**src/rtl/pipeline_ctrl_if.sv**
```systemverilog
// pipeline_ctrl_if: hazard/branch/dmem handshake inputs and stage enable/flush outputs of the pipeline controller
interface pipeline_ctrl_if #(
    parameter int CNT_W = 32
);
    logic             stall_hazard;
    logic             branch_taken;
    logic             mem_access;
    logic             dmem_ack;
    logic             dmem_req;
    logic             pc_write;
    logic             if_id_write;
    logic             id_ex_write;
    logic             ex_mem_write;
    logic             if_id_flush;
    logic             id_ex_flush;
    logic             mem_wb_flush;
    logic             error;
    logic [1:0]       state;
    logic [CNT_W-1:0] stall_cycles;

    modport master (
        input  stall_hazard, branch_taken, mem_access, dmem_ack,
        output dmem_req, pc_write, if_id_write, id_ex_write, ex_mem_write,
               if_id_flush, id_ex_flush, mem_wb_flush, error, state, stall_cycles
    );

    modport slave (
        output stall_hazard, branch_taken, mem_access, dmem_ack,
        input  dmem_req, pc_write, if_id_write, id_ex_write, ex_mem_write,
               if_id_flush, id_ex_flush, mem_wb_flush, error, state, stall_cycles
    );
endinterface

```
**src/rtl/pipeline_ctrl_unit.sv**
```systemverilog
// pipeline_ctrl_unit: stall/flush/freeze sequencer with dmem wait timeout and saturating stall counter
module pipeline_ctrl_unit #(
    parameter int CNT_W   = 32,
    parameter int TIMEOUT = 255
) (
    input logic             clk,
    input logic             arst_n,
    pipeline_ctrl_if.master bus
);
    localparam int WW = TIMEOUT > 1 ? $clog2(TIMEOUT) : 1;

    typedef enum logic [1:0] {
        S_RUN  = 2'b00,
        S_WAIT = 2'b01,
        S_ERR  = 2'b10
    } state_t;

    state_t           st, st_nxt;
    logic [WW-1:0]    wait_cnt;
    logic             err;
    logic [CNT_W-1:0] stall_cnt;
    logic             live, freeze, br, ld, timeout_hit;
    logic             dmem_req, pc_write, if_id_write, id_ex_write, ex_mem_write;
    logic             if_id_flush, id_ex_flush, mem_wb_flush;

    always_ff @(posedge clk or negedge arst_n) begin
        if (!arst_n) st <= S_RUN;
        else         st <= st_nxt;
    end

    assign timeout_hit = (TIMEOUT != 0) && (wait_cnt == WW'(TIMEOUT - 1));

    always_comb begin
        st_nxt = st == S_RUN  ? ((bus.mem_access && !bus.dmem_ack) ? S_WAIT : S_RUN) :
                 st == S_WAIT ? (bus.dmem_ack ? S_RUN : timeout_hit ? S_ERR : S_WAIT) :
                 S_ERR;
    end

    always_comb begin
        live         = arst_n && (st == S_RUN || st == S_WAIT);
        freeze       = live && !bus.dmem_ack && (st == S_WAIT || bus.mem_access);
        br           = live && !freeze && bus.branch_taken;
        ld           = live && !freeze && !bus.branch_taken && bus.stall_hazard;
        dmem_req     = live && (st == S_WAIT || bus.mem_access);
        pc_write     = live && !freeze && !ld;
        if_id_write  = live && !freeze && !ld;
        id_ex_write  = live && !freeze;
        ex_mem_write = live && !freeze;
        if_id_flush  = br;
        id_ex_flush  = br || ld;
        mem_wb_flush = freeze;
    end

    // wait counter only runs across consecutive un-acked MEM_WAIT cycles
    always_ff @(posedge clk or negedge arst_n) begin
        if (!arst_n)                              wait_cnt <= '0;
        else if (st == S_WAIT && !bus.dmem_ack)   wait_cnt <= wait_cnt + 1'b1;
        else                                      wait_cnt <= '0;
    end

    always_ff @(posedge clk or negedge arst_n) begin
        if (!arst_n)              err <= 1'b0;
        else if (st_nxt == S_ERR) err <= 1'b1;
    end

    always_ff @(posedge clk or negedge arst_n) begin
        if (!arst_n)                          stall_cnt <= '0;
        else if (!pc_write && stall_cnt != '1) stall_cnt <= stall_cnt + 1'b1;
    end

    assign bus.dmem_req     = dmem_req;
    assign bus.pc_write     = pc_write;
    assign bus.if_id_write  = if_id_write;
    assign bus.id_ex_write  = id_ex_write;
    assign bus.ex_mem_write = ex_mem_write;
    assign bus.if_id_flush  = if_id_flush;
    assign bus.id_ex_flush  = id_ex_flush;
    assign bus.mem_wb_flush = mem_wb_flush;
    assign bus.error        = err;
    assign bus.state        = st;
    assign bus.stall_cycles = stall_cnt;
endmodule

```
**src/flat_wrapper.sv**
```systemverilog
// flat-port wrapper written by rule: the top's interface ports become plain ports
module pipeline_ctrl_unit_flat 
#(
    parameter int CNT_W   = 32,
    parameter int TIMEOUT = 255
)
  (clk, arst_n, bus_stall_hazard, bus_branch_taken, bus_mem_access, bus_dmem_ack, bus_dmem_req, bus_pc_write, bus_if_id_write, bus_id_ex_write, bus_ex_mem_write, bus_if_id_flush, bus_id_ex_flush, bus_mem_wb_flush, bus_error, bus_state, bus_stall_cycles);
  pipeline_ctrl_if #(.CNT_W(CNT_W)) bus_i ();
  input logic clk;
  input logic arst_n;
  input wire logic [$bits(bus_i.stall_hazard)-1:0] bus_stall_hazard;
  input wire logic [$bits(bus_i.branch_taken)-1:0] bus_branch_taken;
  input wire logic [$bits(bus_i.mem_access)-1:0] bus_mem_access;
  input wire logic [$bits(bus_i.dmem_ack)-1:0] bus_dmem_ack;
  output wire logic [$bits(bus_i.dmem_req)-1:0] bus_dmem_req;
  output wire logic [$bits(bus_i.pc_write)-1:0] bus_pc_write;
  output wire logic [$bits(bus_i.if_id_write)-1:0] bus_if_id_write;
  output wire logic [$bits(bus_i.id_ex_write)-1:0] bus_id_ex_write;
  output wire logic [$bits(bus_i.ex_mem_write)-1:0] bus_ex_mem_write;
  output wire logic [$bits(bus_i.if_id_flush)-1:0] bus_if_id_flush;
  output wire logic [$bits(bus_i.id_ex_flush)-1:0] bus_id_ex_flush;
  output wire logic [$bits(bus_i.mem_wb_flush)-1:0] bus_mem_wb_flush;
  output wire logic [$bits(bus_i.error)-1:0] bus_error;
  output wire logic [$bits(bus_i.state)-1:0] bus_state;
  output wire logic [$bits(bus_i.stall_cycles)-1:0] bus_stall_cycles;
  assign bus_i.stall_hazard = bus_stall_hazard;
  assign bus_i.branch_taken = bus_branch_taken;
  assign bus_i.mem_access = bus_mem_access;
  assign bus_i.dmem_ack = bus_dmem_ack;
  assign bus_dmem_req = bus_i.dmem_req;
  assign bus_pc_write = bus_i.pc_write;
  assign bus_if_id_write = bus_i.if_id_write;
  assign bus_id_ex_write = bus_i.id_ex_write;
  assign bus_ex_mem_write = bus_i.ex_mem_write;
  assign bus_if_id_flush = bus_i.if_id_flush;
  assign bus_id_ex_flush = bus_i.id_ex_flush;
  assign bus_mem_wb_flush = bus_i.mem_wb_flush;
  assign bus_error = bus_i.error;
  assign bus_state = bus_i.state;
  assign bus_stall_cycles = bus_i.stall_cycles;
  pipeline_ctrl_unit #(.CNT_W(CNT_W), .TIMEOUT(TIMEOUT)) u_core (.clk(clk), .arst_n(arst_n), .bus(bus_i));
endmodule
```
**config.mk**
```make
export PLATFORM = sky130hd
export DESIGN_NAME = pipeline_ctrl_unit_flat
export DESIGN_NICKNAME = d
export VERILOG_FILES = /design/src/rtl/pipeline_ctrl_if.sv /design/src/rtl/pipeline_ctrl_unit.sv /design/src/flat_wrapper.sv
export SDC_FILE = /design/constraint.sdc
export NUM_CORES = 1
export LEC_CHECK = 0
export ABC_AREA = 1
export BUFFER_PORTS_ARGS = -buffer_cell sky130_fd_sc_hd__buf_2
export CAP_MARGIN = 20
export CORE_ASPECT_RATIO = 1.25
export CORE_MARGIN = 3
export CORE_UTILIZATION = 40
export CTS_CLUSTER_SIZE = 10
export DETAILED_ROUTE_END_ITERATION = 12
export PLACE_DENSITY_LB_ADDON = 0.05
export RECOVER_POWER = 100
export SYNTH_ARGS = -nofsm -noshare
export SYNTH_HDL_FRONTEND = slang
export SYNTH_SLANG_ARGS = --single-unit
```
**constraint.sdc**
```tcl
create_clock -name clk -period 1.6 [get_ports clk]
set_input_delay 0.16 -clock clk [delete_from_list [all_inputs] [get_ports clk]]
set_output_delay 0.16 -clock clk [all_outputs]
set_load 0.1 [all_outputs]
```
After elaboration in Yosys (flattened, before gate mapping) --
Cells that the tools add are included.
Operators by class: $add $sub $neg 2, equal/unequal tests 4, mux-type cells 6, reduce and logical (&&, ||, !) cells 21
Operators with widths (count):
- $add 32x1->32 const B | 1
- $ne 32x32->1 const B | 1
- $logic_and 1x1->1 | 12
- $add 8x1->8 const B | 1
- $eq 8x8->1 const B | 1
- $mux 2 | 4
- $mux 8 | 1
- $logic_not 1->1 | 5
- $logic_or 1x1->1 | 3
- $eq 2x1->1 const B | 1
- $eq 2x2->1 const B | 1
- $logic_not 2->1 | 1
- $mux 1 | 1
Word-level totals: output and inout bits 43, input bits 6, logic and storage cells 37, register bits 43

Depth between registers and ports, before layout --
Gate-level depths: netlist (run 1).
word-level depth 13, gate-level depth with buffers 11, mapped depth without buffers 10

Worst setup path after synthesis (run 1) --
OpenSTA, ideal clock, no wires.
path type register -> output, start point register u_core.st[1], in the netlist u_core.bus.state[1], end point output bus_id_ex_flush, buffers on the path 0, setup slack -1.379 ns, cell stages (with the launch flop) 5, arrival 2.819 ns, cells stage by stage dfrtp_1 > nor2_1 > nand2_1 > nand2_1 > a21oi_1
Between the ends: cells in the longest elaborated chain, start to end 10
Ends and longest elaborated chain:
- start: declaration | line pipeline_ctrl_unit.sv:18 | state_t st, st_nxt;
- start signal: assignment | line pipeline_ctrl_unit.sv:28 | else st <= st_nxt;
- $eq 2x1->1 / $logic_not 2->1 (equally long branches) | line pipeline_ctrl_unit.sv:40, pipeline_ctrl_unit.sv:41
- $logic_or 1x1->1 | line pipeline_ctrl_unit.sv:40 | live = arst_n && (st == S_RUN || st == S_WAIT);
- $logic_and 1x1->1 | line pipeline_ctrl_unit.sv:40
- $logic_and 1x1->1 (2 in series) | line pipeline_ctrl_unit.sv:41 | freeze = live && !bus.dmem_ack && (st == S_WAIT || bus.mem_access);
- $logic_not 1->1 | line pipeline_ctrl_unit.sv:42, pipeline_ctrl_unit.sv:43
- $logic_and 1x1->1 * | line pipeline_ctrl_unit.sv:42, pipeline_ctrl_unit.sv:43
- $logic_and 1x1->1 (2 in series) | line pipeline_ctrl_unit.sv:43 | ld = live && !freeze && !bus.branch_taken && bus.stall_hazard;
- $logic_or 1x1->1 * | line pipeline_ctrl_unit.sv:50 | id_ex_flush = br || ld;
- end: declaration | line flat_wrapper.sv:21 | output wire logic [$bits(bus_i.id_ex_flush)-1:0] bus_id_ex_flush;
Mark *: on every way between the ends. The rest lies on a longest branch, timed or not.

Final worst setup path (run 1) --
start point register u_core.st[1], in the netlist u_core.bus.state[1], end point output bus_pc_write
Between the ends: cells in the longest elaborated chain, start to end 11
Ends and longest elaborated chain:
- $eq 2x1->1 / $logic_not 2->1 (equally long branches) | line pipeline_ctrl_unit.sv:40, pipeline_ctrl_unit.sv:41
- $logic_or 1x1->1 | line pipeline_ctrl_unit.sv:40
- $logic_and 1x1->1 | line pipeline_ctrl_unit.sv:40
- $logic_and 1x1->1 (2 in series) | line pipeline_ctrl_unit.sv:41
- $logic_not 1->1 | line pipeline_ctrl_unit.sv:43, pipeline_ctrl_unit.sv:45
- $logic_and 1x1->1 * | line pipeline_ctrl_unit.sv:43, pipeline_ctrl_unit.sv:45
- $logic_and 1x1->1 (2 in series) | line pipeline_ctrl_unit.sv:43
- $logic_not 1->1 | line pipeline_ctrl_unit.sv:45 | pc_write = live && !freeze && !ld;
- $logic_and 1x1->1 * | line pipeline_ctrl_unit.sv:45
- end: declaration | line flat_wrapper.sv:16 | output wire logic [$bits(bus_i.pc_write)-1:0] bus_pc_write;
Marks and branches as above.

==> results.md, run 1 <==
| Quantity | This run | Unit |
| --- | --- | --- |
| Outcome | finished, violations left | - |
| Violated checks | setup timing | - |
| Wirelength per Cell | 13.49 | µm |
| List of cells traversed by the critical path | nor2_4 -> nand2_4 -> o211ai_4 -> clkinvlp_4 -> buf_12 | - |
| Count of TritonRoute iterations in the first routing pass | 4 | - |
| Leading cell types in the layout, fill and taps excluded | 150 x sky130_fd_sc_hd__nand2_1, 52 x sky130_fd_sc_hd__nor2_1, 41 x sky130_fd_sc_hd__buf_2 | - |
| Mean cell area of the mapped netlist | 6.871 | µm² |
| Final Critical Period | 1.648 | ns |
| Power Density | 924.3 | nW/µm² |
| Leading cell type in the layout, fill and taps excluded | sky130_fd_sc_hd__nand2_1 | - |
| Highest attainable clock frequency | 606.6 | MHz |
| Clock tree sinks | 43 | - |
| Path class of the lowest-slack min-delay path | primary input to register | - |
| Sequential element share of the synthesized area | 37.92 | % |
| Post-detailed-route count of antenna-violating nets | 0 | - |
| Layout-stage area growth over the synthesis result | 43.56 | % |
| Min setup slack post-route | -0.04847 | ns |
| Endpoint kind of the worst setup timing path | output port | - |
| Die ar. | 8147 | µm² |
| Leftover overflow at the end of global routing | 0 | - |
| Total of fill cells in the finished design | 636 | - |
| Ys flop type | sky130_fd_sc_hd__dfrtp_1 | - |
| Fraction of registers with async set/reset | 100.0 | % |
| CTS root buf | sky130_fd_sc_hd__clkbuf_8 | - |
| Antenna violations before repair | 0 | - |
| Footprint of the multi-input gates | 1785 | µm² |
| Library cells used by synthesis | 34 | - |
| Final clock period utilization by the worst path | 103.0 | % |
| Wire length of the first global-routing pass | 12.56 | mm |
| Final number of setup-violating endpoints | 11 | - |
| Number of vias after detailed routing | 2827 | - |
| Met1 Routed Length | 3.400 | mm |
| Slew Limit Fails | 0 | - |
| Clk Latency, worst-skew pair | 0.31 | ns |
| Worst stage delay on the critical path | 0.51 | ns |
| Arrival time reported for the critical path endpoint | 1.49 | ns |
| Antenna cell count | 0 | - |
| EDFF count, synth | 0 | - |
| Crit Path Max Fanout | 4 | - |
| Count of boundary I/O pins | 49 | - |
| Fraction of final layout cells with drive strength greater than 1 | 41.78 | % |
| Max cap viols | 0 | - |
| Total area of sequential cells | 1134 | µm² |
| Transition time of the tightest slew-check pin | 1.005 | ns |
| Core footprint | 6730 | µm² |
| Final Net Count | 513 | - |
| Total number of H-tree levels | 2 | - |
| Final design utilization | 60.53 | % |
| Final-report hold violation count | 0 | - |
| Maximum resistive drop on vdd | 0.001134 | V |
| Setup repair after global routing missed its margin | yes | - |
| Remaining max-slew budget at the tightest pin | 33.00 | % |
| Top routing layer in use | met4 | - |
| Ratio of routed vias to standard cells | 4.775 | - |
| Worst-path clk slew | 0.09 | ns |
| Routed wire length on met2 | 4.146 | mm |
| Total negative slack for setup checks | -0.3239 | ns |
| DP Wirelength | 5.718 | mm |
| Mapped Cells | 413 | - |
| Syn Std Cell Area | 2838 | µm² |
| Die height | 100.2 | µm |
| Number of buffers on the longest clock path | 2 | - |
| Hold Slack | 0.08609 | ns |
| Initial core utilization | 42.16 | % |
| Die Span X | 81.34 | µm |
| RePlAce Congestion | 0.8276 | - |
| Design Power | 0.003766 | W |
| Total Wirelength | 7.986 | mm |
| Total met3 wirelength after detailed routing | 320 | µm |
| Worst endpoint required time | 1.44 | ns |
| DRC Markers | 0 | - |
| CTS tree | done | - |
| Max stage delay cell, worst path | sky130_fd_sc_hd__dfrtp_4 | - |
| Post-Synthesis Net Count | 422 | - |
| Setup Skew | 0.009142 | ns |
| Number of violations reported at the end of detailed-routing iteration 0 | 118 | - |
| Start-to-end type of the worst setup path | register to output port | - |
| Standard-cell row count | 33 | - |
| Count of state elements after synthesis | 43 | - |
| Pin count of the biggest net entering global routing | 44 | - |
| Vias in the first global route | 2689 | - |
| All-Layer GR Usage | 19.78 | % |
| IO Port Bufs | 48 | - |
| Yosys Warn Count | 0 | - |
| Inserted Clock Buffers | 5 | - |
| Worst Setup Start Kind | register | - |
| Leakage | 2.036 | nW |
sequential cells by signal (all words and copies together), names as in the netlist:
register                 cells
u_core.bus.state             2
u_core.wait_cnt              8
u_core.bus.error             1
u_core.bus.stall_cycles     32
stage by stage:
stage | instances | cell area, µm² | setup WS, ns
3_3_place_gp | 566 | 3588 | -0.0001763
5_1_grt | 592 | 4074 | -0.1304
6_report | 592 | 4074 | -0.04847
2_1_floorplan | 413 | 3033 | -0.4711
3_5_place_dp | 566 | 3588 | -0.006909
4_1_cts | 580 | 3786 | -0.1119
worst paths after layout:
kind	startpoint	end	slack, ns	cells past startpoint
max in group asynchronous	arst_n	u_core.bus.stall_cycles[15]	0.20	3
min	bus_dmem_ack	u_core.bus.state[1]	0.09	2
max reg2reg	u_core.bus.stall_cycles[1]	u_core.bus.stall_cycles[13]	-0.03	10
max	u_core.bus.state[1]	bus_pc_write	-0.05	5
min reg2reg	u_core.wait_cnt[0]	u_core.wait_cnt[0]	0.46	1
min in group asynchronous	arst_n	u_core.wait_cnt[3]	0.66	3
synth_stat cells (all sizes together), types with 3 or more instances:
cell	count	area, µm²
nand2	202	844.6
nor2	66	284.0
dfrtp	43	1076
inv	36	140.1
nand3	16	80.08
xor2	9	78.83
buf	7	88.83
nor3	6	35.03
xnor2	6	52.55
o21ai	5	25.02
a21oi	4	20.02
ha	3	37.54
critical path: cells and delay by family, from the launching register on:
kind	cells	cell delay, ns
buffers and inverters	2	0.36
and+or+nand+nor	2	0.21
AOI/OAI and AO/OA	1	0.10
DFF	1	0.51
where the power goes:
part	total (W)	internal [W]	switching (W)
Combinational	0.00137	0.000374	0.000995
Sequential	0.00134	0.00119	0.000150
Clock	0.00106	0.000634	0.000424
layout make-up:
cell class | count | area share [%]
Tap cell | 87 | 2.672
Sequential cell | 43 | 27.83
Clock buffer | 5 | 1.689
Clock inverter | 3 | 1.751
Inverter | 36 | 3.900
Multi-Input combinational cell | 328 | 43.83
Timing Repair Buffer | 90 | 18.34
routing by layer:
| metal | GRT usage [%] | up-vias |
|---|---|---|
| met3 | 2.693 | 9 |
| met2 | 34.57 | 62 |
| met1 | 25.44 | 1321 |
| met5 | 0 | - |
| li1 | - | 1435 |
| met4 | 4.811 | 0 |
kinds of logic after synthesis:
kind of cell / Yosys count / synth area share [%]
simple gates: 295 / 45.02
buf+inv: 43 / 8.068
flops: 43 / 37.92
xor+xnor: 15 / 4.630
compound gates: 14 / 3.043
fa+ha+maj: 3 / 1.323
timing repair:
item | CTS | global route
pin swaps | 4 | 28
resized for setup | 2 | 42
buffers inserted | 5 | 8
endpoints found under the hold margin | 43 | 0
setup endpoints to repair | 9 | 38
cloned | 0 | 4
hold buffers | 1 | 0
(Power assumes the default switching activity.)
==> inputs of run 2 (changes only) <==
==> constraint.sdc (replaced) <==
create_clock -name clk -period 1.4 [get_ports clk]
set_input_delay 0.14 -clock clk [delete_from_list [all_inputs] [get_ports clk]]
set_output_delay 0.14 -clock clk [all_outputs]
set_load 0.1 [all_outputs]
==> results.md, run 2 (same netlist as run 1, synthesis figures left out) <==
| Quantity | This run | Unit | vs previous |
| --- | --- | --- | --- |
| Worst-case hold path end point | u_core.bus.state[1] | - | unchanged |
| Count of cells along the worst hold path | 2 | - | unchanged |
| Total Wirelength | 9.083 | mm | was 7.986 mm |
| Standard-cell row count | 33 | - | unchanged |
| Clk Latency, worst-skew pair | 0.31 | ns | about the same |
| Leftover overflow at the end of global routing | 0 | - | unchanged |
| Vias in the first global route | 2975 | - | was 2689 |
| Path class of the lowest-slack min-delay path | primary input to register | - | unchanged |
| Die height | 100.2 | µm | unchanged |
| Maximum resistive drop on vdd | 0.001698 | V | was 0.001134 V |
| CTS root buf | sky130_fd_sc_hd__clkbuf_8 | - | unchanged |
| Die ar. | 8147 | µm² | unchanged |
| DRC Markers | 0 | - | unchanged |
| Total of fill cells in the finished design | 614 | - | was 636 |
| Die Span X | 81.34 | µm | unchanged |
| RePlAce Congestion | 0.8598 | - | was 0.8276 |
| Layout-stage area growth over the synthesis result | 59.08 | % | was 43.56% |
| Max stage delay cell, worst path | sky130_fd_sc_hd__dfrtp_4 | - | unchanged |
| Total number of H-tree levels | 2 | - | unchanged |
| Wirelength per Cell | 14.35 | µm | was 13.49 µm |
| IO Port Bufs | 48 | - | unchanged |
| Ratio of routed vias to standard cells | 4.889 | - | was 4.775 |
| Path depth of the worst reg2reg path | 10 | - | unchanged |
| Crit Path Max Fanout | 3 | - | was 4 |
| Endpoint kind of the worst setup timing path | output port | - | unchanged |
| Footprint of the multi-input gates | 1866 | µm² | was 1785 µm² |
| Worst-path clk slew | 0.09 | ns | about the same |
| Total area of sequential cells | 1134 | µm² | unchanged |
| Max cap viols | 0 | - | unchanged |
| Antenna violations before repair | 0 | - | unchanged |
| Leading cell types in the layout, fill and taps excluded | 148 x sky130_fd_sc_hd__nand2_1, 49 x sky130_fd_sc_hd__nor2_1, 44 x sky130_fd_sc_hd__buf_4 | - | was 150 x sky130_fd_sc_hd__nand2_1, 52 x sky130_fd_sc_hd__nor2_1, 41 x sky130_fd_sc_hd__buf_2 |
| Count of boundary I/O pins | 49 | - | unchanged |
| Leakage | 2.135 | nW | was 2.036 nW |
| List of cells traversed by the critical path | nor2_2 -> buf_6 -> nand2_4 -> a21oi_4 -> buf_12 | - | was nor2_4 -> nand2_4 -> o211ai_4 -> clkinvlp_4 -> buf_12 |
| Post-detailed-route count of antenna-violating nets | 0 | - | unchanged |
| CTS tree | done | - | unchanged |
| Leading cell type in the layout, fill and taps excluded | sky130_fd_sc_hd__nand2_1 | - | unchanged |
| Placed Instances | 610 | - | was 566 |
| Hold Slack | 0.06194 | ns | was 0.08609 ns |
| All-Layer GR Usage | 22.46 | % | was 19.78% |
| Number of violations reported at the end of detailed-routing iteration 0 | 130 | - | was 118 |
| Launch point of the worst hold path | bus_dmem_ack | - | unchanged |
| Final-report hold violation count | 0 | - | unchanged |
| Violated checks | setup timing | - | unchanged |
| Start-to-end type of the worst setup path | register to output port | - | unchanged |
| Pin count of the biggest net entering global routing | 44 | - | unchanged |
| Total placed instance area | 4019 | µm² | was 3588 µm² |
| Outcome | finished, violations left | - | unchanged |
| Inserted Clock Buffers | 5 | - | unchanged |
| Initial core utilization | 42.16 | % | unchanged |
| Layout Cell Area excl Fill | 4514 | µm² | was 4074 µm² |
| Worst stage delay on the critical path | 0.51 | ns | about the same |
| Number of flip-flops in the largest register | 32 | - | unchanged |
| Worst endpoint required time | 1.26 | ns | was 1.44 ns |
| Slew Limit Fails | 0 | - | unchanged |
| Final Critical Period | 1.635 | ns |  |
| Remaining max-slew budget at the tightest pin | 59.57 | % | was 33.00% |
| Final Net Count | 554 | - | was 513 |
| Capturing point of the worst reg2reg path | u_core.bus.stall_cycles[0] | - | was u_core.bus.stall_cycles[13] |
| DP Wirelength | 6.182 | mm | was 5.718 mm |
| Min setup slack post-route | -0.2352 | ns | was -0.04847 ns |
| Flop2flop setup slack | -0.23 | ns | was -0.03 ns |
| Count of TritonRoute iterations in the first routing pass | 4 | - | unchanged |
| Antenna cell count | 0 | - | unchanged |
| Final design utilization | 67.08 | % | was 60.53% |
| Wire length of the first global-routing pass | 14.17 | mm | was 12.56 mm |
| Non-filler cells, final | 633 | - | was 592 |
| Number of buffers on the longest clock path | 2 | - | unchanged |
| Setup repair after global routing missed its margin | yes | - | unchanged |
| Final clock period utilization by the worst path | 116.8 | % |  |
| Worst Setup Start Kind | register | - | unchanged |
| R2r startpoint | u_core.bus.stall_cycles[0] | - | was u_core.bus.stall_cycles[1] |
| Arrival time reported for the critical path endpoint | 1.50 | ns | was 1.49 ns |
| Clock tree sinks | 43 | - | unchanged |
| Number of vias after detailed routing | 3095 | - | was 2827 |
| Fraction of final layout cells with drive strength greater than 1 | 46.70 | % | was 41.78% |
| Setup Skew | 0.002392 | ns | was 0.009142 ns |
| Core footprint | 6730 | µm² | unchanged |
| Final number of setup-violating endpoints | 42 | - | was 11 |
| Highest attainable clock frequency | 611.6 | MHz |  |
| Power Density | 945.8 | nW/µm² | was 924.3 nW/µm² |
| Transition time of the tightest slew-check pin | 0.6064 | ns | was 1.005 ns |
[run 2: changes by cell type in the layout (fill, tap and decap cells not counted), sizes merged]
cell,previous run,this run
clkbuf,7,54
inv,35,38
buf,87,78
clkinvlp,2,4
bufinv,2,0
[run 2: power breakdown]
| group | switching (W) | internal, W | leakage [nW] |
|---|---|---|---|
| logic | 0.00130 | 0.000647 | 1.57 |
| registers | 0.000101 | 0.00136 | 0.529 |
| clock network | 0.000509 | 0.000358 | 0.0408 |
| total | 0.00191 | 0.00236 | 2.14 |
[run 2: timing repair]
action | CTS | global route
gates resized for setup | 20 | 77
pin swaps | 6 | 30
hold endpoints to repair | 43 | 0
setup buffers | 8 | 1
hold buffers | 1 | 0
cloned | 2 | 5
endpoints found under the setup margin | 43 | 61
[run 2: worst max path at each step]
| stage | endpoint | cells after the start | slack, ns | from |
|---|---|---|---|---|
| after CTS | bus_if_id_write | 5 | -0.27 | u_core.bus.state[1] |
| final | bus_id_ex_flush | 5 | -0.24 | u_core.bus.state[1] |
| after floorplan | bus_pc_write | 5 | -0.64 | u_core.bus.state[1] |
| after global routing | bus_id_ex_flush | 5 | -0.31 | u_core.bus.state[1] |
| after detailed placement | u_core.bus.stall_cycles[2] | 10 | -0.14 | u_core.bus.stall_cycles[1] |
| after global placement | u_core.bus.stall_cycles[2] | 10 | -0.1 | u_core.bus.stall_cycles[0] |
[run 2: critical path, delay by kind of cell, from the launching register on]
| kind | cells | cell delay, ns |
|---|---|---|
| AO/OA/AOI/OAI | 1 | 0.15 |
| buffers and inverters | 2 | 0.32 |
| flip-flops | 1 | 0.51 |
| AND/OR/NAND/NOR | 2 | 0.20 |
[run 2: per-stage QoR]
stage	total power (W)	setup TNS, ns	worst slack [ns]
after floorplan	0.002675	-15.77	-0.6417
after global placement	0.003279	-2.622	-0.09790
after detailed placement	0.003296	-3.498	-0.1374
after CTS	0.004245	-6.724	-0.2739
after global routing	0.004453	-10.89	-0.3134
final	0.004270	-8.109	-0.2352
[run 2: cell type report]
cell class,instances,area share [%]
Inverter,36,3.520
Sequential cell,43,25.11
Tap cell,87,2.411
Timing Repair inverter,3,0.9424
Timing Repair Buffer,128,24.64
Clock inverter,3,0.5266
Multi-Input combinational cell,328,41.32
Clock buffer,5,1.524
[run 2: routing by layer]
| metal | vias to the layer above | share of wire (%) | wire length, µm | global-route usage (%) |
|---|---|---|---|---|
| met5 | - | 0 | 0 | 0 |
| met3 | 23 | 4.5 | 405 | 3.591 |
| met2 | 89 | 51 | 4617 | 38.14 |
| li1 | 1522 | - | - | - |
| met4 | 0 | 3.0 | 270 | 9.103 |
| met1 | 1461 | 42 | 3789 | 27.97 |
==> inputs of run 3 (changes only) <==
==> constraint.sdc (replaced) <==
create_clock -name clk -period 2 [get_ports clk]
set_input_delay 0.2 -clock clk [delete_from_list [all_inputs] [get_ports clk]]
set_output_delay 0.2 -clock clk [all_outputs]
set_load 0.1 [all_outputs]
==> results.md, run 3 (same netlist as run 1, synthesis figures left out) <==
| Quantity | This run | Unit | vs previous |
| --- | --- | --- | --- |
| Number of resized instances in the post-cts repair step | 0 | - | was 20 |
| Power Density | 753.8 | nW/µm² | was 945.8 nW/µm² |
| CTS root buf | sky130_fd_sc_hd__clkbuf_8 | - | unchanged |
| Leading cell types in the layout, fill and taps excluded | 187 x sky130_fd_sc_hd__nand2_1, 57 x sky130_fd_sc_hd__nor2_1, 36 x sky130_fd_sc_hd__clkbuf_2 | - | was 148 x sky130_fd_sc_hd__nand2_1, 49 x sky130_fd_sc_hd__nor2_1, 44 x sky130_fd_sc_hd__buf_4 |
| Total placed instance area | 3321 | µm² | was 4019 µm² |
| Number of flip-flops in the largest register | 32 | - | unchanged |
| DP Wirelength | 5.474 | mm | was 6.182 mm |
| List of cells traversed by the critical path | nor2_4 -> nand2_2 -> o211ai_4 -> clkinvlp_4 -> buf_12 | - | was nor2_2 -> buf_6 -> nand2_4 -> a21oi_4 -> buf_12 |
| IO Port Bufs | 48 | - | unchanged |
| M3 GR Usage | 3.052 | % | was 3.591% |
| DRC Markers | 0 | - | unchanged |
| Arrival time reported for the critical path endpoint | 1.67 | ns | was 1.50 ns |
| Fraction of final layout cells with drive strength greater than 1 | 25.65 | % | was 46.70% |
| Pin count of the biggest net entering global routing | 44 | - | unchanged |
| Leading cell type in the layout, fill and taps excluded | sky130_fd_sc_hd__nand2_1 | - | unchanged |
| Die ar. | 8147 | µm² | unchanged |
| Antenna violations before repair | 0 | - | unchanged |
| Worst-case hold path end point | u_core.bus.state[1] | - | unchanged |
| Wirelength per Cell | 12.87 | µm | was 14.35 µm |
| Number of buffers on the longest clock path | 2 | - | unchanged |
| Initial core utilization | 42.16 | % | unchanged |
| Remaining max-slew budget at the tightest pin | 22.85 | % | was 59.57% |
| RePlAce Congestion | 0.8105 | - | was 0.8598 |
| Worst stage delay on the critical path | 0.50 | ns | was 0.51 ns |
| Layout Cell Area excl Fill | 3323 | µm² | was 4514 µm² |
| Number of vias after detailed routing | 2596 | - | was 3095 |
| Design Power | 0.002505 | W | was 0.004270 W |
| Post-detailed-route count of antenna-violating nets | 0 | - | unchanged |
| Flop2flop setup slack | 0.15 | ns | was -0.23 ns |
| Inserted Clock Buffers | 5 | - | unchanged |
| R2r startpoint | u_core.bus.stall_cycles[0] | - | unchanged |
| Capturing point of the worst reg2reg path | u_core.bus.stall_cycles[24] | - | was u_core.bus.stall_cycles[0] |
| Setup Skew | 0.01480 | ns | was 0.002392 ns |
| Final Critical Period | 1.870 | ns |  |
| Maximum resistive drop on vdd | 0.0008078 | V | was 0.001698 V |
| Transition time of the tightest slew-check pin | 1.162 | ns | was 0.6064 ns |
| Core footprint | 6730 | µm² | unchanged |
| Clk Latency, worst-skew pair | 0.30 | ns | was 0.31 ns |
| Leakage | 1.568 | nW | was 2.135 nW |
| Clock tree sinks | 43 | - | unchanged |
| Final-report hold violation count | 0 | - | unchanged |
| Slew Limit Fails | 0 | - | unchanged |
| Peak-usage layer in the global routing report | met2 | - | unchanged |
| Endpoint kind of the worst setup timing path | output port | - | unchanged |
| Highest attainable clock frequency | 534.7 | MHz |  |
| Wire length of the first global-routing pass | 11.92 | mm | was 14.17 mm |
| Outcome | complete, no violations | - | was finished, violations left |
| CTS tree | done | - | unchanged |
| Final number of setup-violating endpoints | 0 | - | was 42 |
| Number of violations reported at the end of detailed-routing iteration 0 | 130 | - | unchanged |
| Start-to-end type of the worst setup path | register to output port | - | unchanged |
| Worst endpoint required time | 1.80 | ns | was 1.26 ns |
| Count of TritonRoute iterations in the first routing pass | 5 | - | was 4 |
| Hold Slack | 0.1528 | ns | was 0.06194 ns |
| Crit Path Max Fanout | 6 | - | was 3 |
| Post-CTS setup buffer count | 0 | - | was 8 |
| Layout-stage area growth over the synthesis result | 17.11 | % | was 59.08% |
| Max stage delay cell, worst path | sky130_fd_sc_hd__dfrtp_4 | - | unchanged |
| Count of boundary I/O pins | 49 | - | unchanged |
| Met2 Resource Use GR | 33.94 | % | was 38.14% |
| Vias in the first global route | 2479 | - | was 2975 |
| Met1 usage in global routing | 22.80 | % | was 27.97% |
| Antenna cell count | 0 | - | unchanged |
| Ratio of routed vias to standard cells | 4.711 | - | was 4.889 |
| All-Layer GR Usage | 18.85 | % | was 22.46% |
| Die height | 100.2 | µm | unchanged |
| Leftover overflow at the end of global routing | 0 | - | unchanged |
| Path class of the lowest-slack min-delay path | primary input to register | - | unchanged |
| Worst-path clk slew | 0.07 | ns | was 0.09 ns |
| Path depth of the worst reg2reg path | 8 | - | was 10 |
| Total Wirelength | 7.090 | mm | was 9.083 mm |
| Die Span X | 81.34 | µm | unchanged |
| Number of hold buffers added after cts | 0 | - | was 1 |
| Final Net Count | 472 | - | was 554 |
| Worst Setup Start Kind | register | - | unchanged |
| Crit. Startpoint | u_core.bus.state[1] | - | unchanged |
| Total number of H-tree levels | 2 | - | unchanged |
| Standard-cell row count | 33 | - | unchanged |
| Launch point of the worst hold path | bus_dmem_ack | - | unchanged |
| Setup repair after global routing missed its margin | no | - | was yes |
| Final clock period utilization by the worst path | 93.52 | % |  |
| Max cap viols | 0 | - | unchanged |
| Count of cells along the worst hold path | 2 | - | unchanged |
[run 3: changes by cell type in the layout (fill, tap and decap cells not counted), moves of 8 or more]
cell / change
sky130_fd_sc_hd__buf_4: -42
sky130_fd_sc_hd__nand2_1: +39
sky130_fd_sc_hd__nand2_2: -24
sky130_fd_sc_hd__clkbuf_4: -22
sky130_fd_sc_hd__clkbuf_2: +20
sky130_fd_sc_hd__nand2_4: -14
sky130_fd_sc_hd__buf_6: -9
sky130_fd_sc_hd__nor2_1: +8
[run 3: worst max-delay path by stage]
stage                                        endpoint  depth (start not counted)
after detailed placement  u_core.bus.stall_cycles[15]                         10
after floorplan                       bus_id_ex_flush                          3
final                                    bus_pc_write                          5
after CTS                                bus_pc_write                          5
after global placement    u_core.bus.stall_cycles[18]                          8
after global routing                     bus_pc_write                          4
[run 3: final cells by class]
type | count | area (µm²)
sequential | 43 | 1126
timing repair buffer | 50 | 331.6
inverter | 36 | 145.1
tap | 87 | 108.9
multi-input combinational | 327 | 1520
clock inverter | 1 | 5.005
fill | 716 | 3407
clock buffer | 7 | 86.33
[run 3: power breakdown]
group          total [W]  internal [W]  switching [W]  leakage (nW)
logic           0.000884      0.000163       0.000721         0.987
registers        0.00105      0.000952      0.0000962         0.533
clock network   0.000573      0.000279       0.000294        0.0482
total            0.00251       0.00139        0.00111          1.57
[run 3: worst max-delay path: cells and delay by family (launching register included)]
family          cells  cell delay [ns]
compound gates      1             0.19
buf+inv             2             0.44
flops               1             0.50
simple gates        2             0.24
[run 3: through the flow]
stage / std cells / setup WS, ns / utilization (%) / setup TNS, ns
floorplan: 413 / -0.1267 / - / -0.3196
global placement: 543 / 0.2189 / 49.34 / 0
detailed placement: 543 / 0.1958 / 49.34 / 0
CTS: 551 / 0.08456 / 50.70 / 0
global route: 551 / 0.01038 / 49.38 / 0
finish: 551 / 0.1297 / 49.38 / 0
[run 3: per-layer routing]
metal,routed length [µm],vias up
met5,0,-
met4,78,0
met3,366,6
met2,3692,60
met1,2953,1177
li1,-,1353
